<file path="src/rtl/streaming_multi_core_collector.sv">
// Reorder collector: buffers incoming graph words, dispatches them to the lowest-index idle core,
// gathers out-of-order core results and releases them strictly in acceptance order.
module streaming_multi_core_collector #(
    parameter int NCORES           = 2,
    parameter int GRAPH_WIDTH      = 128,
    parameter int EXTRA_DATA_WIDTH = 1,
    parameter int ADDR_WIDTH       = 5,
    parameter int SLACK            = 4
) (
    input  logic                             clk,
    input  logic                             rst,
    input  logic                             isBotValid,
    input  logic [GRAPH_WIDTH-1:0]           graphIn,
    input  logic [EXTRA_DATA_WIDTH-1:0]      extraDataIn,
    output logic                             slowDownInput,
    input  logic [NCORES-1:0]                coreRequest,
    output logic [NCORES-1:0]                coreStart,
    output logic [GRAPH_WIDTH-1:0]           coreGraph,
    output logic [ADDR_WIDTH-1:0]            coreTag,
    input  logic [NCORES-1:0]                coreDone,
    input  logic [6*NCORES-1:0]              coreCount,
    input  logic [ADDR_WIDTH*NCORES-1:0]     coreTagOut,
    output logic                             resultValid,
    output logic [5:0]                       connectCount,
    output logic [EXTRA_DATA_WIDTH-1:0]      extraDataOut,
    output logic [ADDR_WIDTH:0]              occupancy,
    output logic [3:0]                       activityMeasure,
    output logic [1:0]                       errorFlags
);

    localparam int DEPTH = 1 << ADDR_WIDTH;
    localparam int PW    = ADDR_WIDTH + 1;
    localparam logic [PW-1:0] DEPTH_P = PW'(DEPTH);
    localparam logic [PW-1:0] SLOW_TH = PW'(DEPTH - SLACK);

    logic [GRAPH_WIDTH-1:0]      graph_mem [DEPTH];
    logic [EXTRA_DATA_WIDTH-1:0] extra_mem [DEPTH];
    logic [5:0]                  count_mem [DEPTH];

    logic [PW-1:0]          wr_ptr_q, wr_ptr_d, disp_ptr_q, disp_ptr_d, rd_ptr_q, rd_ptr_d;
    logic [DEPTH-1:0]       done_q, done_d;
    logic [NCORES-1:0]      core_start_q;
    logic [GRAPH_WIDTH-1:0] core_graph_q;
    logic [ADDR_WIDTH-1:0]  core_tag_q;
    logic                   result_valid_q;
    logic [5:0]             connect_count_q;
    logic [EXTRA_DATA_WIDTH-1:0] extra_out_q;
    logic [3:0]             activity_q, activity_d;
    logic [1:0]             err_q;

    logic [PW-1:0]          occ, inflight;
    logic [ADDR_WIDTH-1:0]  wr_slot, disp_slot, rd_slot;
    logic                   accept, overflow_hit, dispatch, retire, tag_err, found;
    logic [NCORES-1:0]      grant, done_ok, core_in_range;
    logic [DEPTH-1:0]       set_mask;
    logic [5:0]             byp_count, head_count;

    logic [ADDR_WIDTH-1:0]  core_tag_w [NCORES];
    logic [5:0]             core_cnt_w [NCORES];

    assign occ          = wr_ptr_q - rd_ptr_q;
    assign inflight     = disp_ptr_q - rd_ptr_q;
    assign wr_slot      = wr_ptr_q[ADDR_WIDTH-1:0];
    assign disp_slot    = disp_ptr_q[ADDR_WIDTH-1:0];
    assign rd_slot      = rd_ptr_q[ADDR_WIDTH-1:0];
    assign accept       = isBotValid && (occ != DEPTH_P);
    assign overflow_hit = isBotValid && (occ == DEPTH_P);
    assign dispatch     = (disp_ptr_q != wr_ptr_q) && (|coreRequest);

    // Tag range test is done relative to the head so it survives pointer wrap.
    generate
        for (genvar gi = 0; gi < NCORES; gi++) begin : g_core
            logic [ADDR_WIDTH-1:0] off;
            assign core_tag_w[gi]    = coreTagOut[ADDR_WIDTH*gi +: ADDR_WIDTH];
            assign core_cnt_w[gi]    = coreCount[6*gi +: 6];
            assign off               = core_tag_w[gi] - rd_slot;
            assign core_in_range[gi] = {1'b0, off} < inflight;
        end
    endgenerate

    always_comb begin
        grant = '0;
        found = 1'b0;
        for (int i = 0; i < NCORES; i++) begin
            if (coreRequest[i] && !found) begin
                grant[i] = 1'b1;
                found    = 1'b1;
            end
        end
    end

    // set_mask also rejects a second completion for the same tag within one cycle.
    always_comb begin
        set_mask  = '0;
        done_ok   = '0;
        tag_err   = 1'b0;
        byp_count = '0;
        for (int i = 0; i < NCORES; i++) begin
            if (coreDone[i]) begin
                if (core_in_range[i] && !done_q[core_tag_w[i]] && !set_mask[core_tag_w[i]]) begin
                    set_mask[core_tag_w[i]] = 1'b1;
                    done_ok[i] = 1'b1;
                    if (core_tag_w[i] == rd_slot) begin
                        byp_count = core_cnt_w[i];
                    end
                end else begin
                    tag_err = 1'b1;
                end
            end
        end
    end

    // A completion for the head retires in the same cycle, giving one-cycle done-to-result latency.
    assign retire     = done_q[rd_slot] | set_mask[rd_slot];
    assign head_count = set_mask[rd_slot] ? byp_count : count_mem[rd_slot];

    always_comb begin
        done_d = done_q | set_mask;
        if (accept) done_d[wr_slot] = 1'b0;
        if (retire) done_d[rd_slot] = 1'b0;
        wr_ptr_d   = wr_ptr_q + PW'(accept);
        disp_ptr_d = disp_ptr_q + PW'(dispatch);
        rd_ptr_d   = rd_ptr_q + PW'(retire);
    end

    always_comb begin
        activity_d = '0;
        for (int i = 0; i < NCORES; i++) begin
            if (!coreRequest[i]) activity_d = activity_d + 4'd1;
        end
    end

    always_ff @(posedge clk) begin
        if (accept) begin
            graph_mem[wr_slot] <= graphIn;
            extra_mem[wr_slot] <= extraDataIn;
        end
        for (int i = 0; i < NCORES; i++) begin
            if (done_ok[i]) count_mem[core_tag_w[i]] <= core_cnt_w[i];
        end
    end

    always_ff @(posedge clk) begin
        if (rst) begin
            wr_ptr_q        <= '0;
            disp_ptr_q      <= '0;
            rd_ptr_q        <= '0;
            done_q          <= '0;
            core_start_q    <= '0;
            core_graph_q    <= '0;
            core_tag_q      <= '0;
            result_valid_q  <= 1'b0;
            connect_count_q <= '0;
            extra_out_q     <= '0;
            activity_q      <= '0;
            err_q           <= '0;
        end else begin
            wr_ptr_q       <= wr_ptr_d;
            disp_ptr_q     <= disp_ptr_d;
            rd_ptr_q       <= rd_ptr_d;
            done_q         <= done_d;
            core_start_q   <= dispatch ? grant : '0;
            if (dispatch) begin
                core_graph_q <= graph_mem[disp_slot];
                core_tag_q   <= disp_slot;
            end
            result_valid_q <= retire;
            if (retire) begin
                connect_count_q <= head_count;
                extra_out_q     <= extra_mem[rd_slot];
            end
            activity_q     <= activity_d;
            err_q          <= err_q | {tag_err, overflow_hit};
        end
    end

    assign slowDownInput   = occ > SLOW_TH;
    assign occupancy       = occ;
    assign coreStart       = core_start_q;
    assign coreGraph       = core_graph_q;
    assign coreTag         = core_tag_q;
    assign resultValid     = result_valid_q;
    assign connectCount    = connect_count_q;
    assign extraDataOut    = extra_out_q;
    assign activityMeasure = activity_q;
    assign errorFlags      = err_q;

endmodule

</file>
<file path="config.mk">
export PLATFORM = sky130hd
export DESIGN_NAME = streaming_multi_core_collector
export DESIGN_NICKNAME = d
export VERILOG_FILES = /design/src/rtl/streaming_multi_core_collector.sv
export SDC_FILE = /design/constraint.sdc
export NUM_CORES = 2
export LEC_CHECK = 0
export ABC_AREA = 1
export CORE_ASPECT_RATIO = 0.9
export CORE_MARGIN = 2
export CORE_UTILIZATION = 32
export CTS_CLUSTER_SIZE = 14
export DETAILED_ROUTE_END_ITERATION = 6
export PLACE_DENSITY = 0.49
export SETUP_SLACK_MARGIN = 0.1
export SYNTH_ARGS = -nofsm -noshare
export SYNTH_HDL_FRONTEND = slang
export SYNTH_MEMORY_MAX_BITS = 65536
export SYNTH_SLANG_ARGS = --single-unit
</file>
<file path="constraint.sdc">
create_clock -name clk -period 11.5 [get_ports clk]
set_input_delay 1.725 -clock clk [delete_from_list [all_inputs] [get_ports clk]]
set_output_delay 1.725 -clock clk [all_outputs]
set_load 0.005 [all_outputs]
</file>
==> impl_metrics.json <==
{
  "outcome": "finished, final reports clean",
  "r2r_start": "disp_ptr_q[0]",
  "fin_nets": 13820,
  "grt_pass1_vias": 110698,
  "fin_crit_ns": 9.01,
  "wl_um": 613000,
  "dp_slack_ns": 1.70,
  "synth_edf_count": 4320,
  "yosys.area.top_type": "edfxtp_1",
  "num_io_pins": 314,
  "worst_slack_ns": 2.49,
  "cts_buffer_depth": 4,
  "min_to": "errorFlags[0]",
  "synth_flop_cell": "edfxtp_1",
  "hp-class": "reg -> reg",
  "peakVddDrop_mv": 0.188,
  "critPathLaunchType": "input port",
  "fin_crit_sh_pct": 78.3,
  "clockPowerShare_pct": 36.9,
  "dp_hpwl_um": 299000,
  "track_usage_pct": 20.9,
  "whs_ns": 0.458,
  "p_int_mw": 29.6,
  "drc": 0,
  "die_w_um": 790,
  "post-cts-setup-buffers": 0,
  "crit_top_cell": "nand2_1",
  "max_cap_violations": 0,
  "cts_tree": "yes",
  "max_freq_mhz": 111,
  "port_buffers": 311,
  "synth-compound-area-share_pct": 13.5,
  "synthSimpleGateAreaFrac_pct": 8.37,
  "htree_levels": 5,
  "r2r_end": "rd_ptr_q[4]",
  "cts-resized-gates": 0,
  "grt_setup_unrepaired": "no",
  "yosysUniqueCellTypes": 60,
  "grt_max_degree": 227,
  "required_ns": 12.37,
  "first_pass_iters": 6,
  "final-setup-viol-count": 0,
  "postCtsHoldBufs": 0,
  "p_leak_nw": 65.2,
  "path_class": "in -> reg",
  "fin_setup_tns_ns": 0,
  "synth_top_family_by_area": "compound AO/OA/AOI/OAI gates",
  "skew_ns": 0.0595,
  "die-area_um2": 562000,
  "start_util_pct": 32.2,
  "cts_buffers": 477,
  "clk_latency_ns": 1.06,
  "p_switching_mw": 12.6,
  "grt_pass1_wl_um": 861000,
  "yosysSeqAreaShare_pct": 75.1,
  "worst_path_largest_cell_delay_ns": 0.56,
  "worstHoldStart": "errorFlags[0]",
  "synth_area_um2": 178000,
  "layout_commonest_cell": "edfxtp_1",
  "fp-row-count": 259,
  "synthMuxAreaShare_pct": 0,
  "layout_common_cells": "edfxtp_1 (4,320), o21ai_0 (2,328), nor2_1 (2,183)",
  "yosysWarnings": 0,
  "viasPerCell": 5.50,
  "vias": 117503,
  "slew_headroom_pct": 14.2,
  "path_clk_slew_ns": 0.06,
  "crit_path_end_kind": "flop",
  "slew_viol_final": 0,
  "synth.avg_cell_area_um2": 13.1,
  "synth_xor_area_share_pct": 0.0738,
  "antenna_left": 0,
  "synth_cells": 13637,
  "synthAdderAreaFrac_pct": 0.262,
  "synth-async-reset-ratio_pct": 0,
  "core_um2": 553000,
  "routabilityCongestion": 0.878,
  "die_y_um": 712,
  "drive_gt1_share_pct": 7.44,
  "pwr-share-comb_pct": 18.8,
  "whs_path_depth": 2,
  "yosysTopAreaCellShare_pct": 72.9,
  "ctsRootBufferMaster": "clkbuf_16",
  "cts.sinks": 4517,
  "syn2layout_area_growth_pct": 15.0,
  "critical_path_arrival_ns": 9.88,
  "switching_share_pct": 29.9,
  "reg2reg_depth": 37,
  "synth.area.top_cells": "edfxtp_1 (73%), o21ai_0 (6.5%), nor2_1 (4.7%)",
  "p_seq_share_pct": 44.3,
  "cpMaxStageDelayCell": "clkdlybuf4s50_1",
  "power_density_nw_per_um2": 206,
  "critPathMaxFanout": 37,
  "grt.overflow.total": 0,
  "drtIter0Drc": 13221,
  "placed_area_um2": 189000,
  "antenna_found_initial": 79,
  "ys_seq_elements": 4517,
  "worstMarginPinSlew_ns": 1.28,
  "routedWlPerCell_um": 28.7,
  "reg2reg_slack_ns": 2.94,
  "finalHoldViolations": 0,
  "design_area_um2": 205000
}
[final cells by class]
type | count | area, um^2
repair buffers | 544 | 5360
flip-flops and latches | 4517 | 134000
multi-input cells | 7875 | 39900
inverters | 213 | 860
clock buffers | 651 | 13100
well taps | 7308 | 9140
fillers | 52997 | 349000
clock inverters | 253 | 2620
diodes | 15 | 37.5
[registers in the layout, summed over array words and instances, names as in the netlist]
name / count
rd_ptr_q: 6
graph_mem: 4096
done_q: 32
errorFlags: 2
coreGraph: 128
coreStart: 2
coreTag: 5
extraDataOut: 1
connectCount: 6
wr_ptr_q: 6
disp_ptr_q: 6
extra_mem: 32
count_mem: 192
activityMeasure: 2
resultValid: 1
[cells by family after synthesis]
| kind of cell | Yosys count |
|---|---|
| AO/OA/AOI/OAI | 4091 |
| adder cells (fa/ha/maj) | 35 |
| buffers and inverters | 1246 |
| XOR/XNOR | 15 |
| other | 1 |
| flip-flops | 4517 |
| AND/OR/NAND/NOR | 3732 |
[worst max path at each step]
stage | from | slack, ns | to | depth (start not counted)
floorplan | rd_ptr_q[1] | 3.10 | extra_mem[10] | 16
global placement | coreTagOut[0] | 1.64 | rd_ptr_q[4] | 42
detailed placement | coreTagOut[0] | 1.70 | rd_ptr_q[4] | 40
CTS | coreTagOut[0] | 2.81 | rd_ptr_q[4] | 40
global route | coreTagOut[0] | 2.09 | rd_ptr_q[4] | 40
finish | coreTagOut[0] | 2.49 | rd_ptr_q[4] | 40
[power by group through the flow]
stage,sequential [mW],clock [mW],combinational (mW)
floorplan,18.9,0,4.94
global placement,19.1,0,7.95
detailed placement,19.1,0,7.96
CTS,18.7,15.9,7.98
global route,18.7,16.5,8.75
finish,18.7,15.6,7.95
[per-stage QoR]
stage,util (%),power [mW],cells
after floorplan,-,23.8,13638
after global placement,34.1,27.0,20457
after detailed placement,34.1,27.0,20457
after CTS,37.0,42.5,21361
after global routing,37.0,43.9,21365
final,37.0,42.2,21376
[routing by layer]
layer,up-vias,share of wire (%),GRT usage (%)
met5,-,0.043,0
met4,48,2.7,5.19
met3,930,6.7,3.26
met2,4286,46,33.6
met1,60836,44,29.8
li1,51403,-,-
[worst max-delay path: cells and delay by family]
kind,cells,cell delay [ns]
adder cells (fa/ha/maj),4,1.21
AND/OR/NAND/NOR,26,4.79
buffers and inverters,8,1.73
AO/OA/AOI/OAI,2,0.33
[synthesized netlist by cell type, types with 3 or more instances]
cell type  count
nand2_1     1014
o211ai_1     125
a22o_1        46
nand3_2       19
a2111oi_0      6
o21ai_0     2328
nor2_4         3
ha_1          30
buf_4          5
nor3_1        23
a41oi_1       12
a221oi_1      12
fa_1           4
xor2_1         6
o311ai_0       3
a22oi_1      120
a211oi_1       3
a32o_1         8
xnor2_1        9
nor4_1         6
o21ai_1        7
nor2_2         5
inv_2         10
a221o_1       27
buf_1         73
clkbuf_2       6
o221ai_1     405
clkbuf_1     941
a31oi_1      101
clkinv_1       8
a21o_1         5
nor2_1      2222
inv_1        195
buf_2          6
edfxtp_1    4320
o22ai_1      658
nand4_1       58
a21oi_1      216
dfxtp_1      197
nand3_1      368
Power figures use the tool's default switching activity.
